**config.mk**
```make
export PLATFORM = sky130hd
export DESIGN_NAME = imm_ext_pipe_flat
export DESIGN_NICKNAME = d
export VERILOG_FILES = /design/src/rtl/imm_ext_pipe_pkg.sv /design/src/rtl/imm_ext_pipe_if.sv /design/src/rtl/imm_ext_pipe_comb.sv /design/src/rtl/imm_ext_pipe.sv /design/src/flat_wrapper.sv
export SDC_FILE = /design/constraint.sdc
export NUM_CORES = 1
export LEC_CHECK = 0
export ABC_AREA = 0
export CORE_MARGIN = 3
export CORE_UTILIZATION = 40
export DETAILED_ROUTE_END_ITERATION = 10
export MAX_ROUTING_LAYER = met4
export PLACE_DENSITY = 0.62
export SYNTH_ARGS = -nofsm -noshare
export SYNTH_HDL_FRONTEND = slang
export SYNTH_SLANG_ARGS = --single-unit
```
**constraint.sdc**
```tcl
create_clock -name clk -period 5.9 [get_ports clk]
set_clock_uncertainty 0.15 [all_clocks]
set_input_delay 1.77 -clock clk [delete_from_list [all_inputs] [get_ports clk]]
set_output_delay 1.77 -clock clk [all_outputs]
set_load 0.03 [all_outputs]
```
**src/rtl/imm_ext_pipe_pkg.sv**
```systemverilog
// -----------------------------------------------------------------------------
// imm_pkg -- shared definitions for the immediate-extension pipeline.
//   OPW              : width of the one-hot format select
//   EXT_Z12..EXT_Z6  : bit positions inside ext_op for each immediate format
//   imm_fmt_e        : enumerated format names for decoder / bench use
//   is_onehot()      : legality check for an ext_op vector
// -----------------------------------------------------------------------------
package imm_pkg;

    localparam int OPW = 8;

    localparam int EXT_Z12 = 0;
    localparam int EXT_S12 = 1;
    localparam int EXT_S16 = 2;
    localparam int EXT_S26 = 3;
    localparam int EXT_F20 = 4;
    localparam int EXT_Z5  = 5;
    localparam int EXT_S14 = 6;
    localparam int EXT_Z6  = 7;

    typedef enum logic [2:0] {
        FMT_Z12 = 3'd0,
        FMT_S12 = 3'd1,
        FMT_S16 = 3'd2,
        FMT_S26 = 3'd3,
        FMT_F20 = 3'd4,
        FMT_Z5  = 3'd5,
        FMT_S14 = 3'd6,
        FMT_Z6  = 3'd7
    } imm_fmt_e;

    // True when exactly one bit of the format select is set.
    function automatic logic is_onehot(input logic [OPW-1:0] v);
        logic [3:0] cnt;
        cnt = 4'd0;
        for (int i = 0; i < OPW; i++) begin
            cnt = cnt + {3'b000, v[i]};
        end
        return (cnt == 4'd1);
    endfunction

endpackage

```
**src/rtl/imm_ext_pipe_if.sv**
```systemverilog
// -----------------------------------------------------------------------------
// imm_ext_pipe_if -- handshake/data bundle of the immediate-extension pipeline.
//   master : producer/consumer side (decoder, ID/EX stage, bench)
//   slave  : the pipeline itself
//   flush, in_valid/in_ready, instr, pc, ext_op, pc_rel  -- input side
//   out_valid/out_ready, imm_out, op_err                 -- output side
// -----------------------------------------------------------------------------
interface imm_ext_pipe_if
    import imm_pkg::*;
#(
    parameter int XLEN = 32,
    parameter int W_OP = OPW
);
    logic             flush;
    logic             in_valid;
    logic             in_ready;
    logic [31:0]      instr;
    logic [XLEN-1:0]  pc;
    logic [W_OP-1:0]  ext_op;
    logic             pc_rel;
    logic             out_valid;
    logic             out_ready;
    logic [XLEN-1:0]  imm_out;
    logic             op_err;

    modport master (
        output flush, in_valid, instr, pc, ext_op, pc_rel, out_ready,
        input  in_ready, out_valid, imm_out, op_err
    );

    modport slave (
        input  flush, in_valid, instr, pc, ext_op, pc_rel, out_ready,
        output in_ready, out_valid, imm_out, op_err
    );
endinterface

```
**src/rtl/imm_ext_pipe_comb.sv**
```systemverilog
// -----------------------------------------------------------------------------
// imm_ext_comb -- purely combinational LA64 immediate formatter.
//   i_instr  : raw instruction word
//   i_ext_op : one-hot format select (bit map in imm_pkg)
//   o_imm    : extended immediate, XLEN wide (0 when select is illegal)
//   o_op_err : select was zero or had more than one bit set
// -----------------------------------------------------------------------------
module imm_ext_comb
    import imm_pkg::*;
#(
    parameter int XLEN = 32,
    parameter int W_OP = OPW
) (
    input  logic [31:0]      i_instr,
    input  logic [W_OP-1:0]  i_ext_op,
    output logic [XLEN-1:0]  o_imm,
    output logic             o_op_err
);

    // Opcode bits never carry immediate payload.
    logic w_unused_opcode;
    assign w_unused_opcode = ^i_instr[31:26];

    // Format select: size casts of signed operands do the sign extension, so
    // the same code serves XLEN 32 and 64 without zero-width replications.
    always_comb begin
        o_imm    = {XLEN{1'b0}};
        o_op_err = 1'b0;
        if (!is_onehot(i_ext_op)) begin
            o_op_err = 1'b1;
        end else begin
            case (1'b1)
                i_ext_op[EXT_Z12]: o_imm = XLEN'(i_instr[21:10]);
                i_ext_op[EXT_S12]: o_imm = XLEN'($signed(i_instr[21:10]));
                i_ext_op[EXT_S16]: o_imm = XLEN'($signed({i_instr[25:10], 2'b00}));
                i_ext_op[EXT_S26]: o_imm = XLEN'($signed({i_instr[9:0], i_instr[25:10], 2'b00}));
                i_ext_op[EXT_F20]: o_imm = XLEN'($signed({i_instr[24:5], 12'h000}));
                i_ext_op[EXT_Z5]:  o_imm = XLEN'(i_instr[14:10]);
                i_ext_op[EXT_S14]: o_imm = XLEN'($signed({i_instr[23:10], 2'b00}));
                i_ext_op[EXT_Z6]:  o_imm = XLEN'(i_instr[15:10]);
                default:           o_imm = {XLEN{1'b0}};
            endcase
        end
    end

endmodule

```
**src/rtl/imm_ext_pipe.sv**
```systemverilog
// -----------------------------------------------------------------------------
// imm_ext_pipe -- two-stage pipelined immediate extender with optional
// PC-relative adder, between instruction decode and the ID/EX boundary.
//   clk  : rising-edge clock
//   rst  : synchronous active-high reset (priority over flush)
//   bus  : imm_ext_pipe_if.slave (input handshake + fields, output handshake,
//          imm_out, op_err)
// Stage 1 holds the formatted immediate, stage 2 holds the final result.
// in_ready is the only combinational path (from out_ready).
// -----------------------------------------------------------------------------
module imm_ext_pipe
    import imm_pkg::*;
#(
    parameter int XLEN      = 32,
    parameter int OPW       = imm_pkg::OPW,
    parameter int PC_REL_EN = 1
) (
    input  logic          clk,
    input  logic          rst,
    imm_ext_pipe_if.slave bus
);

    logic [XLEN-1:0] w_imm;
    logic            w_err;
    logic            w_s1_adv;
    logic            w_s2_adv;
    logic            w_use_pc;
    logic [XLEN-1:0] w_s2_imm;

    logic            r_s1_valid;
    logic [XLEN-1:0] r_s1_imm;
    logic [XLEN-1:0] r_s1_pc;
    logic            r_s1_pc_rel;
    logic            r_s1_err;
    logic            r_s2_valid;
    logic [XLEN-1:0] r_s2_imm;
    logic            r_s2_err;

    imm_ext_comb #(.XLEN(XLEN), .W_OP(OPW)) u_fmt (
        .i_instr  (bus.instr),
        .i_ext_op (bus.ext_op),
        .o_imm    (w_imm),
        .o_op_err (w_err)
    );

    assign w_s2_adv     = !r_s2_valid || bus.out_ready;
    assign w_s1_adv     = !r_s1_valid || w_s2_adv;
    assign bus.in_ready = w_s1_adv;
    assign bus.out_valid = r_s2_valid;
    assign bus.imm_out   = r_s2_imm;
    assign bus.op_err    = r_s2_err;

    // Stage-2 result: optional PC add; a zero PC_REL_EN folds the adder away.
    always_comb begin
        w_use_pc = (PC_REL_EN != 0) && r_s1_pc_rel;
        if (w_use_pc) begin
            w_s2_imm = r_s1_pc + r_s1_imm;
        end else begin
            w_s2_imm = r_s1_imm;
        end
    end

    // Stage 1: capture formatted immediate and PC context on accept.
    always_ff @(posedge clk) begin
        if (rst) begin
            r_s1_valid  <= 1'b0;
            r_s1_imm    <= {XLEN{1'b0}};
            r_s1_pc     <= {XLEN{1'b0}};
            r_s1_pc_rel <= 1'b0;
            r_s1_err    <= 1'b0;
        end else if (bus.flush) begin
            r_s1_valid  <= 1'b0;
        end else if (w_s1_adv) begin
            r_s1_valid <= bus.in_valid;
            if (bus.in_valid) begin
                r_s1_imm    <= w_imm;
                r_s1_pc     <= bus.pc;
                r_s1_pc_rel <= bus.pc_rel;
                r_s1_err    <= w_err;
            end
        end
    end

    // Stage 2: output registers, hold while stalled by the consumer.
    always_ff @(posedge clk) begin
        if (rst) begin
            r_s2_valid <= 1'b0;
            r_s2_imm   <= {XLEN{1'b0}};
            r_s2_err   <= 1'b0;
        end else if (bus.flush) begin
            r_s2_valid <= 1'b0;
        end else if (w_s2_adv) begin
            r_s2_valid <= r_s1_valid;
            if (r_s1_valid) begin
                r_s2_imm <= w_s2_imm;
                r_s2_err <= r_s1_err;
            end
        end
    end

endmodule

```
**src/flat_wrapper.sv**
```systemverilog
// flat-port wrapper written by rule: the top's interface ports become plain ports
module imm_ext_pipe_flat import imm_pkg::*;
#(
    parameter int XLEN      = 32,
    parameter int OPW       = imm_pkg::OPW,
    parameter int PC_REL_EN = 1
)
  (clk, rst, bus_flush, bus_in_valid, bus_instr, bus_pc, bus_ext_op, bus_pc_rel, bus_out_ready, bus_in_ready, bus_out_valid, bus_imm_out, bus_op_err);
  imm_ext_pipe_if #(.XLEN(XLEN)) bus_i ();
  input  logic clk;
  input  logic rst;
  input wire logic [$bits(bus_i.flush)-1:0] bus_flush;
  input wire logic [$bits(bus_i.in_valid)-1:0] bus_in_valid;
  input wire logic [$bits(bus_i.instr)-1:0] bus_instr;
  input wire logic [$bits(bus_i.pc)-1:0] bus_pc;
  input wire logic [$bits(bus_i.ext_op)-1:0] bus_ext_op;
  input wire logic [$bits(bus_i.pc_rel)-1:0] bus_pc_rel;
  input wire logic [$bits(bus_i.out_ready)-1:0] bus_out_ready;
  output wire logic [$bits(bus_i.in_ready)-1:0] bus_in_ready;
  output wire logic [$bits(bus_i.out_valid)-1:0] bus_out_valid;
  output wire logic [$bits(bus_i.imm_out)-1:0] bus_imm_out;
  output wire logic [$bits(bus_i.op_err)-1:0] bus_op_err;
  assign bus_i.flush = bus_flush;
  assign bus_i.in_valid = bus_in_valid;
  assign bus_i.instr = bus_instr;
  assign bus_i.pc = bus_pc;
  assign bus_i.ext_op = bus_ext_op;
  assign bus_i.pc_rel = bus_pc_rel;
  assign bus_i.out_ready = bus_out_ready;
  assign bus_in_ready = bus_i.in_ready;
  assign bus_out_valid = bus_i.out_valid;
  assign bus_imm_out = bus_i.imm_out;
  assign bus_op_err = bus_i.op_err;
  imm_ext_pipe #(.XLEN(XLEN), .OPW(OPW), .PC_REL_EN(PC_REL_EN)) u_core (.clk(clk), .rst(rst), .bus(bus_i));
endmodule
```
==> impl_summary.log, run 1 <==
INFO  metric netlist.top_cell.by_area = sky130_fd_sc_hd__dfxtp_1
INFO  metric setup.worst_path.start_class = input port
INFO  metric fin_crit = between 5 and 6 ns
INFO  metric number_of_flip_flops_and_latches_in_the_synthesized_netlist = ~100
INFO  metric run_status = finished, final reports clean
INFO  metric wl_per_cell = roughly 16 µm
INFO  metric routed_wl = 17230 µm
INFO  metric grt_antenna_before_repair = 0
INFO  metric clkTransAtPathRegs = ~0.07 ns
INFO  metric hp-start = u_core.bus.op_err
INFO  metric placementRows = between 40 and 50
INFO  metric globalRoute.totalOverflow = 0
INFO  metric grt_pass1_vias = approximately 5600
INFO  metric die-area = 0.01650 mm²
INFO  metric placed_cells_incl_taps = 1038
INFO  metric dr_total_vias = 5785
INFO  metric h_tree_lvls = 3
INFO  metric synth_enable_flop_cells = 0
INFO  metric pins_over_their_slew_limit = 0
INFO  metric synth.cell_area = between 0.005 and 0.006 mm²
INFO  metric maxSlewHeadroom = between 20% and 30%
INFO  metric port_buffers = 106
INFO  metric cts_setup_buffers = 0
INFO  metric max_cap_violations = 0
INFO  metric die_height = 128.5 µm
INFO  metric area_grow_syn2layout = 25.26%
INFO  metric cellLeakagePower = a little under 3 nW
INFO  metric ant_nets = 0
INFO  metric cp.required = around 6.0 ns
INFO  metric netlist_top_cells_area = sky130_fd_sc_hd__dfxtp_1 34%, sky130_fd_sc_hd__a21oi_1 12%, sky130_fd_sc_hd__nand2_1 7.4%
INFO  metric drive_above_1_share = 4.373%
INFO  metric met2WireLength = about 8000 µm
INFO  metric max_stage_delay = around 0.56 ns
INFO  metric path_cells = clkdlybuf4s50_1 -> inv_1 -> fa_1 -> fa_1 -> fa_1 -> inv_1 -> ha_1 -> inv_1 -> fa_1 -> inv_1 -> nand3_1 -> o21ai_0 -> and4_1 -> o211a_1 -> o21a_1 -> a22oi_1 -> nor2_1
INFO  metric dr.pass1.iters = 5
INFO  metric antennaDiodeCount = 0
INFO  metric final-instance-count-excl-fill = about 1100
INFO  metric crit_start = bus_ext_op[0]
INFO  metric critPathSlowestCell = sky130_fd_sc_hd__fa_1
INFO  metric top_layer_used = met4
INFO  metric hold_violations_final = 0
INFO  metric fin_hold_ws = 0.3085 ns
INFO  metric route.layer.met1.wl = a little under 8000 µm
INFO  metric syn_nets = about 900
INFO  metric worstMarginPinSlew = about 1.1 ns
INFO  metric path_max_fanout = 4
INFO  metric fillerInstances = between 1000 and 1500
INFO  metric period_share = 92.47%
INFO  metric track_usage = between 20% and 30%
INFO  metric met3_wirelength = 770 µm
INFO  metric post_synth.cell_area_avg = 7.641 µm²
INFO  metric cts_buffer_depth = 2
INFO  metric primary_ff_master_synth = sky130_fd_sc_hd__dfxtp_1
INFO  metric endpoint_kind = register
INFO  metric grt_first_pass_wirelength = 27750 µm
INFO  metric ys_async_sr_fraction = 0%
INFO  metric post_place_worst_slack = roughly 0.094 ns
INFO  metric number_of_warning_messages_in_the_yosys_log = 0
INFO  metric cts_num_sinks = between 100 and 150
INFO  metric cts_buffers = 9
INFO  metric postSynthCellCount = about 790
INFO  metric rsz0062_at_grt = false
INFO  metric ys_types = 56
INFO  metric core = 0.01459 mm²
INFO  metric clock.fmax = ~180 MHz
INFO  metric clock_insertion_delay_worst_skew = ~0.36 ns
INFO  metric cp.arrival = between 5 and 6 ns
INFO  metric drc = 0
INFO  metric finalWorstSetupSlack = around 0.44 ns
INFO  metric die_width = about 130 µm
INFO  metric cts.root.buffer_cell = sky130_fd_sc_hd__clkbuf_16
INFO  metric synth.top_cell.area_share = about a third
INFO  metric postLayoutCellArea = between 0.007 and 0.008 mm²
INFO  metric gp_routability_congestion = around 0.86
INFO  metric worst_r2r_startpoint = u_core.r_s1_imm[0]
INFO  metric cts_tree = done
INFO  metric final_util = between 50 and 60%
INFO  metric worstSetupPathType = input port to register
INFO  metric post_detailed_placement_cell_area = between 0.007 and 0.008 mm²
INFO  metric post_layout_nets = about 1000
INFO  metric fin_setup_tns = 0 ns
INFO  metric floorplan.io_pins = approximately 110
INFO  metric hold_class = register to register
INFO  metric drtIter0Drc = 377
INFO  metric detailed_place_hpwl = ~13000 µm
INFO  metric power = 1.616 mW
INFO  metric synth_sequential_area_ratio = ~34%
INFO  metric p_per_cell_area = approximately 220 mW/mm²
INFO  metric initial_utilization = between 40% and 50%
INFO  metric synthMostInstantiatedCell = sky130_fd_sc_hd__a21oi_1
INFO  metric vdd_ir_drop_max = 0.1623 mV
INFO  metric via_per_instance_ratio = roughly 5.5
INFO  metric cts_hold_buffers = 0
INFO  metric cts.repair.resized = 0
INFO  metric ys_top_cells_by_count = 138 x sky130_fd_sc_hd__a21oi_1, 119 x sky130_fd_sc_hd__nand2_1, 101 x sky130_fd_sc_hd__dfxtp_1
INFO  metric setup_viol = 0
INFO  metric maximum_number_of_pins_on_one_net_before_global_route_repair = 66
## registers in the layout, summed over array words and instances, names as in the netlist
register	flops
u_core.bus.out_valid	1
u_core.r_s1_valid	1
u_core.r_s1_err	1
u_core.r_s1_imm	32
u_core.r_s1_pc_rel	1
u_core.r_s1_pc	32
u_core.bus.imm_out	32
u_core.bus.op_err	1
## worst max-delay path, delay by kind of cell
kind            cells  cell delay [ns]
simple gates        3             0.43
compound gates      4             0.64
buf+inv             5             0.81
fa+ha+maj           5             1.93
## logic make-up (layout without fill, tap and decap cells)
logic type                 Yosys count  count (layout)  share of synthesized area (%)
AOI/OAI and AO/OA                  273             273                          27.35
and+or+nand+nor                    241             241                          17.38
DFF                                101             101                          33.71
xor gates and xnor gates            29              29                          4.234
buffers and inverters               81             165                          5.069
muxes                               21              21                          3.504
adders and majority gates           39              39                          8.761
## placed cells by master, fill, tap and decap left out, types with 2 or more instances in the layout
master and instances:
sky130_fd_sc_hd__a211oi_1 18, sky130_fd_sc_hd__a21o_1 12, sky130_fd_sc_hd__a21oi_1 138, sky130_fd_sc_hd__a221o_1 3
sky130_fd_sc_hd__a22oi_1 9, sky130_fd_sc_hd__a311oi_1 2, sky130_fd_sc_hd__a31oi_1 9, sky130_fd_sc_hd__a32oi_1 7
sky130_fd_sc_hd__a41o_1 2, sky130_fd_sc_hd__and2_1 2, sky130_fd_sc_hd__and3_1 2, sky130_fd_sc_hd__buf_4 12
sky130_fd_sc_hd__clkbuf_16 9, sky130_fd_sc_hd__clkbuf_8 2, sky130_fd_sc_hd__clkdlybuf4s50_1 105, sky130_fd_sc_hd__dfxtp_1 100
sky130_fd_sc_hd__fa_1 5, sky130_fd_sc_hd__ha_1 34, sky130_fd_sc_hd__inv_1 29, sky130_fd_sc_hd__mux2i_1 21
sky130_fd_sc_hd__nand2_1 119, sky130_fd_sc_hd__nand3_1 12, sky130_fd_sc_hd__nand3b_1 2, sky130_fd_sc_hd__nand4_1 7
sky130_fd_sc_hd__nor2_1 71, sky130_fd_sc_hd__nor2b_1 4, sky130_fd_sc_hd__nor3_1 5, sky130_fd_sc_hd__nor4b_1 3
sky130_fd_sc_hd__o211ai_1 5, sky130_fd_sc_hd__o21a_1 5, sky130_fd_sc_hd__o21ai_0 44, sky130_fd_sc_hd__o21bai_1 3
sky130_fd_sc_hd__o31ai_1 7, sky130_fd_sc_hd__or3_1 2, sky130_fd_sc_hd__xnor2_1 19, sky130_fd_sc_hd__xor2_1 10
## per-layer routing
metal  GRT usage (%)  up-vias
met5               -        -
met4           7.491        0
met3           4.068       29
met2           34.48      134
met1           27.18     2690
li1                -     2932
## worst paths after layout
path / cells after the start / slack [ns] / to
worst max-delay path: 17 / 0.44 / u_core.r_s1_imm[28]
worst min-delay path: 2 / 0.31 / u_core.bus.op_err
worst max register to register: 11 / 2.71 / u_core.bus.imm_out[28]
worst min register to register: 2 / 0.31 / u_core.bus.op_err
## power by group
group	leakage, nW	internal (mW)	switching (mW)
combinational	1.92	0.125	0.157
sequential	0.820	0.705	0.0163
clock	0.149	0.351	0.262
total	2.89	1.18	0.435
## area by class of cell
class / count / area, µm² / share of cell area [%]
clock buffer: 12 / 256.5 / 3.414
clock inverter: 3 / 43.79 / 0.5828
inverter: 31 / 116.4 / 1.549
multi-input combinational: 603 / 3677 / 48.94
sequential: 101 / 2023 / 26.93
tap: 184 / 230.2 / 3.064
timing repair buffer: 119 / 1166 / 15.52
Power figures use the tool's default switching activity.
==> run 2: changes to the inputs <==
- PLACE_DENSITY: 0.62 -> 0.61
- SYNTH_HIERARCHICAL: unset -> 1
==> impl_summary.log, run 2 <==
INFO  metric primary_ff_master_synth = sky130_fd_sc_hd__dfxtp_1
INFO  metric die_height = 132.8 µm (+3.4%)
INFO  metric cts_buffer_depth = 2 (unchanged)
INFO  metric cts_tree = done
INFO  metric drtIter0Drc = 547 (+45%)
INFO  metric dr.pass1.iters = 6 (+1)
INFO  metric maxSlewHeadroom = 36.47% (+7.6 points)
INFO  metric hold_violations_final = 0 (unchanged)
INFO  metric grt_first_pass_wirelength = 29990 µm (+8.1%)
INFO  metric ys_async_sr_fraction = 0% (unchanged)
INFO  metric endpoint = u_core/r_s1_imm[21]
INFO  metric path_max_fanout = 9 (+5)
INFO  metric run_status = finished, final reports clean
INFO  metric postLayoutCellArea = 0.007896 mm² (+5.1%)
INFO  metric grt_pass1_vias = 5802 (+4.4%)
INFO  metric gp_routability_congestion = 0.9117 (+6.6%)
INFO  metric worstSetupPathType = input port to register
INFO  metric cts_setup_buffers = 0 (unchanged)
INFO  metric synthMostInstantiatedCell = sky130_fd_sc_hd__nand2_1
INFO  metric die-area = 0.01763 mm² (+6.9%)
INFO  metric ys_types = 72 (+29%)
INFO  metric cts_hold_buffers = 0 (unchanged)
INFO  metric power = 1.682 mW (+4.0%)
INFO  metric most_common_cell_after_layout_fill_and_taps_aside = sky130_fd_sc_hd__nand2_1
INFO  metric detailed_place_hpwl = 13940 µm (+9.6%)
INFO  metric period_share = 94.65% (+2.2 points)
INFO  metric wl_per_cell = 16.31 µm (-0.29%)
INFO  metric number_of_warning_messages_in_the_yosys_log = 6 (+6)
INFO  metric cp.arrival = 5.71 ns (+0.12 ns)
INFO  metric worstMarginPinSlew = 0.9529 ns (-0.1143 ns)
INFO  metric synth_enable_flop_cells = 0 (unchanged)
INFO  metric setup_viol = 0 (unchanged)
INFO  metric fin_hold_ws = 0.3048 ns (-0.003707 ns)
INFO  metric synth_sequential_area_ratio = 31.45% (-2.3 points)
INFO  metric rrSetupSlack = 2.72 ns (about the same)
INFO  metric setup.worst_path.start_class = input port
INFO  metric antennaDiodeCount = 0 (unchanged)
INFO  metric fin_crit = 5.584 ns (+0.1282 ns)
INFO  metric worst_path_most_repeated_cell = sky130_fd_sc_hd__fa_1
INFO  metric clock_insertion_delay_worst_skew = 0.35 ns (about the same)
INFO  metric core = 0.01548 mm² (+6.1%)
INFO  metric fillerInstances = 1589 (+12%)
INFO  metric endpoint_kind = register
INFO  metric netlist.top_cell.by_area = sky130_fd_sc_hd__dfxtp_1
INFO  metric port_buffers = 106 (unchanged)
INFO  metric length_in_cells_of_the_worst_reg_to_reg_path = 10 (-1)
INFO  metric routed_wl = 18570 µm (+7.8%)
INFO  metric max_stage_delay = 0.57 ns (about the same)
INFO  metric max_cap_violations = 0 (unchanged)
INFO  metric cts.repair.resized = 0 (unchanged)
INFO  metric maximum_number_of_pins_on_one_net_before_global_route_repair = 67 (+1.5%)
INFO  metric crit-reg2reg-capture = u_core/bus.imm_out[20]
INFO  metric final_util = 51.00% (-0.50 points)
INFO  metric initial_utilization = 41.53% (+0.41 points)
INFO  metric dr_total_vias = 6172 (+6.7%)
INFO  metric cellLeakagePower = 3.000 nW (+3.7%)
INFO  metric synth.cell_area = 0.006430 mm² (+7.2%)
INFO  metric cts_buffers = 9 (unchanged)
INFO  metric pins_over_their_slew_limit = 0 (unchanged)
INFO  metric die_width = 132.8 µm (+3.4%)
INFO  metric postSynthCellCount = 850 (+8.3%)
INFO  metric path_cells = clkdlybuf4s50_1 -> inv_1 -> fa_1 -> fa_1 -> fa_1 -> inv_1 -> ha_1 -> inv_1 -> fa_1 -> a21bo_2 -> nor4b_4 -> nand3_2 -> a31oi_1 -> nand2_1 -> a21oi_1
INFO  metric clock.fmax = 179.1 MHz (-2.3%)
INFO  metric number_of_flip_flops_and_latches_in_the_synthesized_netlist = 101 (unchanged)
INFO  metric cts.root.buffer_cell = sky130_fd_sc_hd__clkbuf_16
INFO  metric drc = 0 (unchanged)
INFO  metric placementRows = 45 (+2.3%)
INFO  metric post_synth.cell_area_avg = 7.565 µm² (-1.0%)
INFO  metric critPathSlowestCell = sky130_fd_sc_hd__fa_1
INFO  metric rsz0062_at_grt = false
INFO  metric placed_cells_incl_taps = 1122 (+8.1%)
INFO  metric post_detailed_placement_cell_area = 0.007586 mm² (+5.2%)
INFO  metric hold_class = register to register
INFO  metric p_per_cell_area = 213.0 mW/mm² (-1.0%)
INFO  metric via_per_instance_ratio = 5.424 (-1.3%)
INFO  metric cp.required = 6.03 ns (about the same)
INFO  metric grt_antenna_before_repair = 0 (unchanged)
INFO  metric area_grow_syn2layout = 22.81%
INFO  metric clkTransAtPathRegs = 0.07 ns (about the same)
INFO  metric final-instance-count-excl-fill = 1138 (+8.1%)
INFO  metric track_usage = 21.56% (+0.051 points)
INFO  metric cts_num_sinks = 101 (unchanged)
INFO  metric h_tree_lvls = 3 (unchanged)
INFO  metric netlist_top_cells_area = sky130_fd_sc_hd__dfxtp_1 31%, sky130_fd_sc_hd__nand2_1 11%, sky130_fd_sc_hd__a21oi_1 10%
INFO  metric ys_top_cells_by_count = 182 x sky130_fd_sc_hd__nand2_1, 131 x sky130_fd_sc_hd__a21oi_1, 101 x sky130_fd_sc_hd__dfxtp_1
INFO  metric mostFrequentLayoutCells = 182 x sky130_fd_sc_hd__nand2_1, 131 x sky130_fd_sc_hd__a21oi_1, 105 x sky130_fd_sc_hd__clkdlybuf4s50_1
INFO  metric post_layout_nets = 1039 (+5.8%)
INFO  metric ant_nets = 0 (unchanged)
INFO  metric syn_nets = 967 (+7.2%)
INFO  metric crit_start = bus_ext_op[0]
INFO  metric worst_r2r_startpoint = u_core/r_s1_imm[0]
INFO  metric vdd_ir_drop_max = 0.1462 mV (-9.9%)
INFO  metric drive_above_1_share = 5.609% (+1.2 points)
INFO  metric floorplan.io_pins = 113 (unchanged)
INFO  metric globalRoute.totalOverflow = 0 (unchanged)
INFO  metric synth.top_cell.area_share = 31.45% (-2.3 points)
[run 2: changes by cell type in the layout (fill, tap and decap cells not counted), sizes merged, moves of 4 or more]
cell	before	now
nand2	119	183
nor2	71	35
nand3	12	25
a31oi	9	19
a22oi	9	0
a32oi	7	0
o21ai	45	51
a21oi	138	133
inv	31	26
nor3	6	10
nor3b	2	6
o211ai	5	9
[run 2: per-layer routing]
| layer | track usage [%] | wire length (µm) | vias to the layer above | share of wire (%) |
|---|---|---|---|---|
| met5 | - | 0 | - | 0 |
| met4 | 5.254 | 274 | 0 | 1.5 |
| met3 | 3.194 | 511 | 23 | 2.8 |
| met2 | 34.54 | 8765 | 126 | 47 |
| met1 | 28.75 | 9014 | 2864 | 49 |
| li1 | - | - | 3159 | - |
[run 2: metrics by stage]
stage | worst slack [ns] | setup TNS [ns]
floorplan | 0.6265 | 0
global placement | 0.02872 | 0
detailed placement | -0.004756 | -0.005774
CTS | 0.3516 | 0
global route | 0.05958 | 0
finish | 0.3159 | 0
[run 2: how the worst min path moves through the flow]
| stage | startpoint | cells past startpoint | slack, ns | endpoint |
|---|---|---|---|---|
| after floorplan | u_core/r_s1_err | 2 | 0.28 | u_core/bus.op_err |
| after global placement | u_core/r_s1_err | 2 | 0.29 | u_core/bus.op_err |
| after detailed placement | u_core/r_s1_err | 2 | 0.30 | u_core/r_s1_err |
| after CTS | u_core/r_s1_err | 2 | 0.31 | u_core/r_s1_err |
| after global routing | u_core/r_s1_err | 2 | 0.32 | u_core/bus.op_err |
| final | u_core/r_s1_err | 2 | 0.30 | u_core/bus.op_err |
[run 2: kinds of logic (layout without fill, tap and decap cells)]
group	Yosys count	after routing	share of synthesized area, %
and+or+nand+nor	300	300	21.29
AOI/OAI and AO/OA	282	282	26.85
DFF	101	101	31.45
adders and majority gates	39	39	8.173
xor gates and xnor gates	25	25	3.405
muxes	22	22	3.425
buffers and inverters	81	158	5.409
[run 2: final cells by class]
| class | instances | area, µm² | area share, % |
|---|---|---|---|
| well taps | 211 | 264.0 | 3.343 |
| inverters | 25 | 93.84 | 1.188 |
| flip-flops and latches | 101 | 2023 | 25.62 |
| repair buffers | 117 | 1139 | 14.42 |
| clock buffers | 11 | 252.7 | 3.201 |
| clock inverters | 5 | 57.56 | 0.7289 |
| multi-input cells | 668 | 4066 | 51.50 |
[run 2: power by group]
part	internal, mW	switching (mW)	total (mW)
Sequential	0.707	0.0182	0.725
Combinational	0.147	0.198	0.346
Clock	0.353	0.258	0.611
[run 2: worst max-delay path, delay by kind of cell]
family / cells / cell delay [ns]
AO/OA/AOI/OAI: 3 / 0.69
buffers and inverters: 4 / 0.69
AND/OR/NAND/NOR: 3 / 0.55
adder cells (fa/ha/maj): 5 / 2.01
==> run 3: changes to the inputs <==
- CORE_MARGIN: 3 -> unset
- CTS_CLUSTER_DIAMETER: unset -> 50
==> impl_summary.log, run 3 (synthesized netlist as in run 2, its figures left out) <==
INFO  metric h_tree_lvls = 3 (unchanged)
INFO  metric postLayoutCellArea = 0.007930 mm² (+0.43%)
INFO  metric cts.root.buffer_cell = sky130_fd_sc_hd__clkbuf_16
INFO  metric vdd_ir_drop_max = 0.2117 mV (+45%)
INFO  metric p_per_cell_area = 216.3 mW/mm² (+1.6%)
INFO  metric cp.required = 6.04 ns (about the same)
INFO  metric fillerInstances = 1602 (+0.82%)
INFO  metric max_stage_delay = 0.55 ns (-0.02 ns)
INFO  metric antennaDiodeCount = 0 (unchanged)
INFO  metric cts.repair.resized = 0 (unchanged)
INFO  metric detailed_place_hpwl = 13880 µm (-0.39%)
INFO  metric core = 0.01543 mm² (-0.36%)
INFO  metric worst_r2r_startpoint = u_core/r_s1_imm[0]
INFO  metric globalRoute.totalOverflow = 0 (unchanged)
INFO  metric initial_utilization = 41.68% (+0.15 points)
INFO  metric dr.pass1.iters = 5 (-1)
INFO  metric clock_insertion_delay_worst_skew = 0.36 ns (about the same)
INFO  metric cts_buffers = 9 (unchanged)
INFO  metric cts_num_sinks = 101 (unchanged)
INFO  metric routed_wl = 18610 µm (+0.23%)
INFO  metric post_layout_nets = 1043 (+0.38%)
INFO  metric hp-start = u_core/r_s1_err
INFO  metric run_status = finished, final reports clean
INFO  metric worstSetupPathType = input port to register
INFO  metric worstMarginPinSlew = 0.8135 ns (-0.1394 ns)
INFO  metric drc = 0 (unchanged)
INFO  metric cts_tree = done
INFO  metric pins_over_their_slew_limit = 0 (unchanged)
INFO  metric track_usage = 23.67% (+2.1 points)
INFO  metric post_detailed_placement_cell_area = 0.007616 mm² (+0.40%)
INFO  metric most_common_cell_after_layout_fill_and_taps_aside = sky130_fd_sc_hd__nand2_1
INFO  metric path_cells = clkdlybuf4s50_1 -> inv_1 -> fa_1 -> fa_1 -> fa_1 -> inv_1 -> ha_1 -> inv_1 -> fa_1 -> a21bo_2 -> nor4b_4 -> nand3_2 -> a31oi_1 -> nand2_1 -> a21oi_1
INFO  metric port_buffers = 106 (unchanged)
INFO  metric floorplan.io_pins = 113 (unchanged)
INFO  metric cts_buffer_depth = 2 (unchanged)
INFO  metric gp_routability_congestion = 0.8969 (-1.6%)
INFO  metric fin_crit = 5.628 ns (+0.04400 ns)
INFO  metric maximum_number_of_pins_on_one_net_before_global_route_repair = 67 (unchanged)
INFO  metric max_cap_violations = 0 (unchanged)
INFO  metric worst_path_most_repeated_cell = sky130_fd_sc_hd__fa_1
INFO  metric grt_pass1_vias = 5824 (+0.38%)
INFO  metric fin_setup_tns = 0 ns (unchanged)
INFO  metric cts_setup_buffers = 0 (unchanged)
INFO  metric area_grow_syn2layout = 23.33%
INFO  metric clock.fmax = 177.7 MHz (-0.78%)
INFO  metric fin_hold_ws = 0.3081 ns (+0.003256 ns)
INFO  metric die_width = 128.8 µm (-3.0%)
INFO  metric path_max_fanout = 9 (unchanged)
INFO  metric die-area = 0.01659 mm² (-5.9%)
INFO  metric period_share = 95.39% (+0.75 points)
INFO  metric die_height = 128.8 µm (-3.0%)
INFO  metric setup_viol = 0 (unchanged)
INFO  metric drive_above_1_share = 6.015% (+0.41 points)
INFO  metric endpoint_kind = register
INFO  metric cp.arrival = 5.77 ns (+0.06 ns)
INFO  metric cellLeakagePower = 3.014 nW (+0.46%)
INFO  metric critPathSlowestCell = sky130_fd_sc_hd__fa_1
INFO  metric hold_class = register to register
INFO  metric via_per_instance_ratio = 5.468 (+0.83%)
INFO  metric mostFrequentLayoutCells = 182 x sky130_fd_sc_hd__nand2_1, 131 x sky130_fd_sc_hd__a21oi_1, 105 x sky130_fd_sc_hd__clkdlybuf4s50_1
INFO  metric wl_per_cell = 16.30 µm (-0.12%)
INFO  metric maxSlewHeadroom = 45.77% (+9.3 points)
INFO  metric placementRows = 45 (unchanged)
INFO  metric clkTransAtPathRegs = 0.08 ns (about the same)
INFO  metric hold_violations_final = 0 (unchanged)
INFO  metric grt_antenna_before_repair = 0 (unchanged)
INFO  metric ant_nets = 0 (unchanged)
INFO  metric power = 1.715 mW (+2.0%)
INFO  metric cts_hold_buffers = 0 (unchanged)
INFO  metric grt_first_pass_wirelength = 29700 µm (-0.94%)
INFO  metric drtIter0Drc = 457 (-16%)
INFO  metric rsz0062_at_grt = false
INFO  metric setup.worst_path.start_class = input port
INFO  metric crit_start = bus_ext_op[0]
INFO  metric dr_total_vias = 6245 (+1.2%)
==> run 3: routing by layer <==
metal,up-vias,wire [µm],GRT usage (%)
met3,26,880,3.410
met1,2871,8644,31.24
met5,-,0,-
met4,0,340,6.920
li1,3169,-,-
met2,179,8744,37.46
==> run 3: cell type report <==
cell class                      instances  area [µm²]  area share [%]
Tap cell                              211       264.0           3.329
Multi-Input combinational cell        668        4066           51.28
Sequential cell                       101        2023           25.51
Clock buffer                            9       225.2           2.840
Clock inverter                          7       88.84           1.120
Timing Repair Buffer                  121        1169           14.74
Inverter                               25       93.84           1.183
==> run 3: critical path, delay by kind of cell <==
| family | cells | cell delay (ns) |
|---|---|---|
| adder cells (fa/ha/maj) | 5 | 2.00 |
| AND/OR/NAND/NOR | 3 | 0.59 |
| AO/OA/AOI/OAI | 3 | 0.72 |
| buffers and inverters | 4 | 0.68 |
==> run 3: through the flow <==
step / worst slack, ns / utilization, % / instances
CTS: 0.3118 / 51.40 / 1142
global route: 0.04142 / 51.40 / 1142
finish: 0.2719 / 51.40 / 1142
detailed placement: -0.05394 / 49.37 / 1126
floorplan: 0.6265 / - / 850
global placement: 0.01148 / 49.37 / 1126
==> run 3: power breakdown <==
part	internal, mW	total (mW)	switching [mW]
logic	0.154	0.356	0.202
clock network	0.339	0.634	0.295
registers	0.706	0.725	0.0182
total	1.20	1.72	0.515
==> run 3: final timing paths <==
path,end,slack [ns],cells past startpoint
worst max-delay path,u_core/r_s1_imm[20],0.27,15
worst max register to register,u_core/bus.imm_out[24],2.69,10
worst min-delay path,u_core/bus.op_err,0.31,2
worst min register to register,u_core/bus.op_err,0.31,2
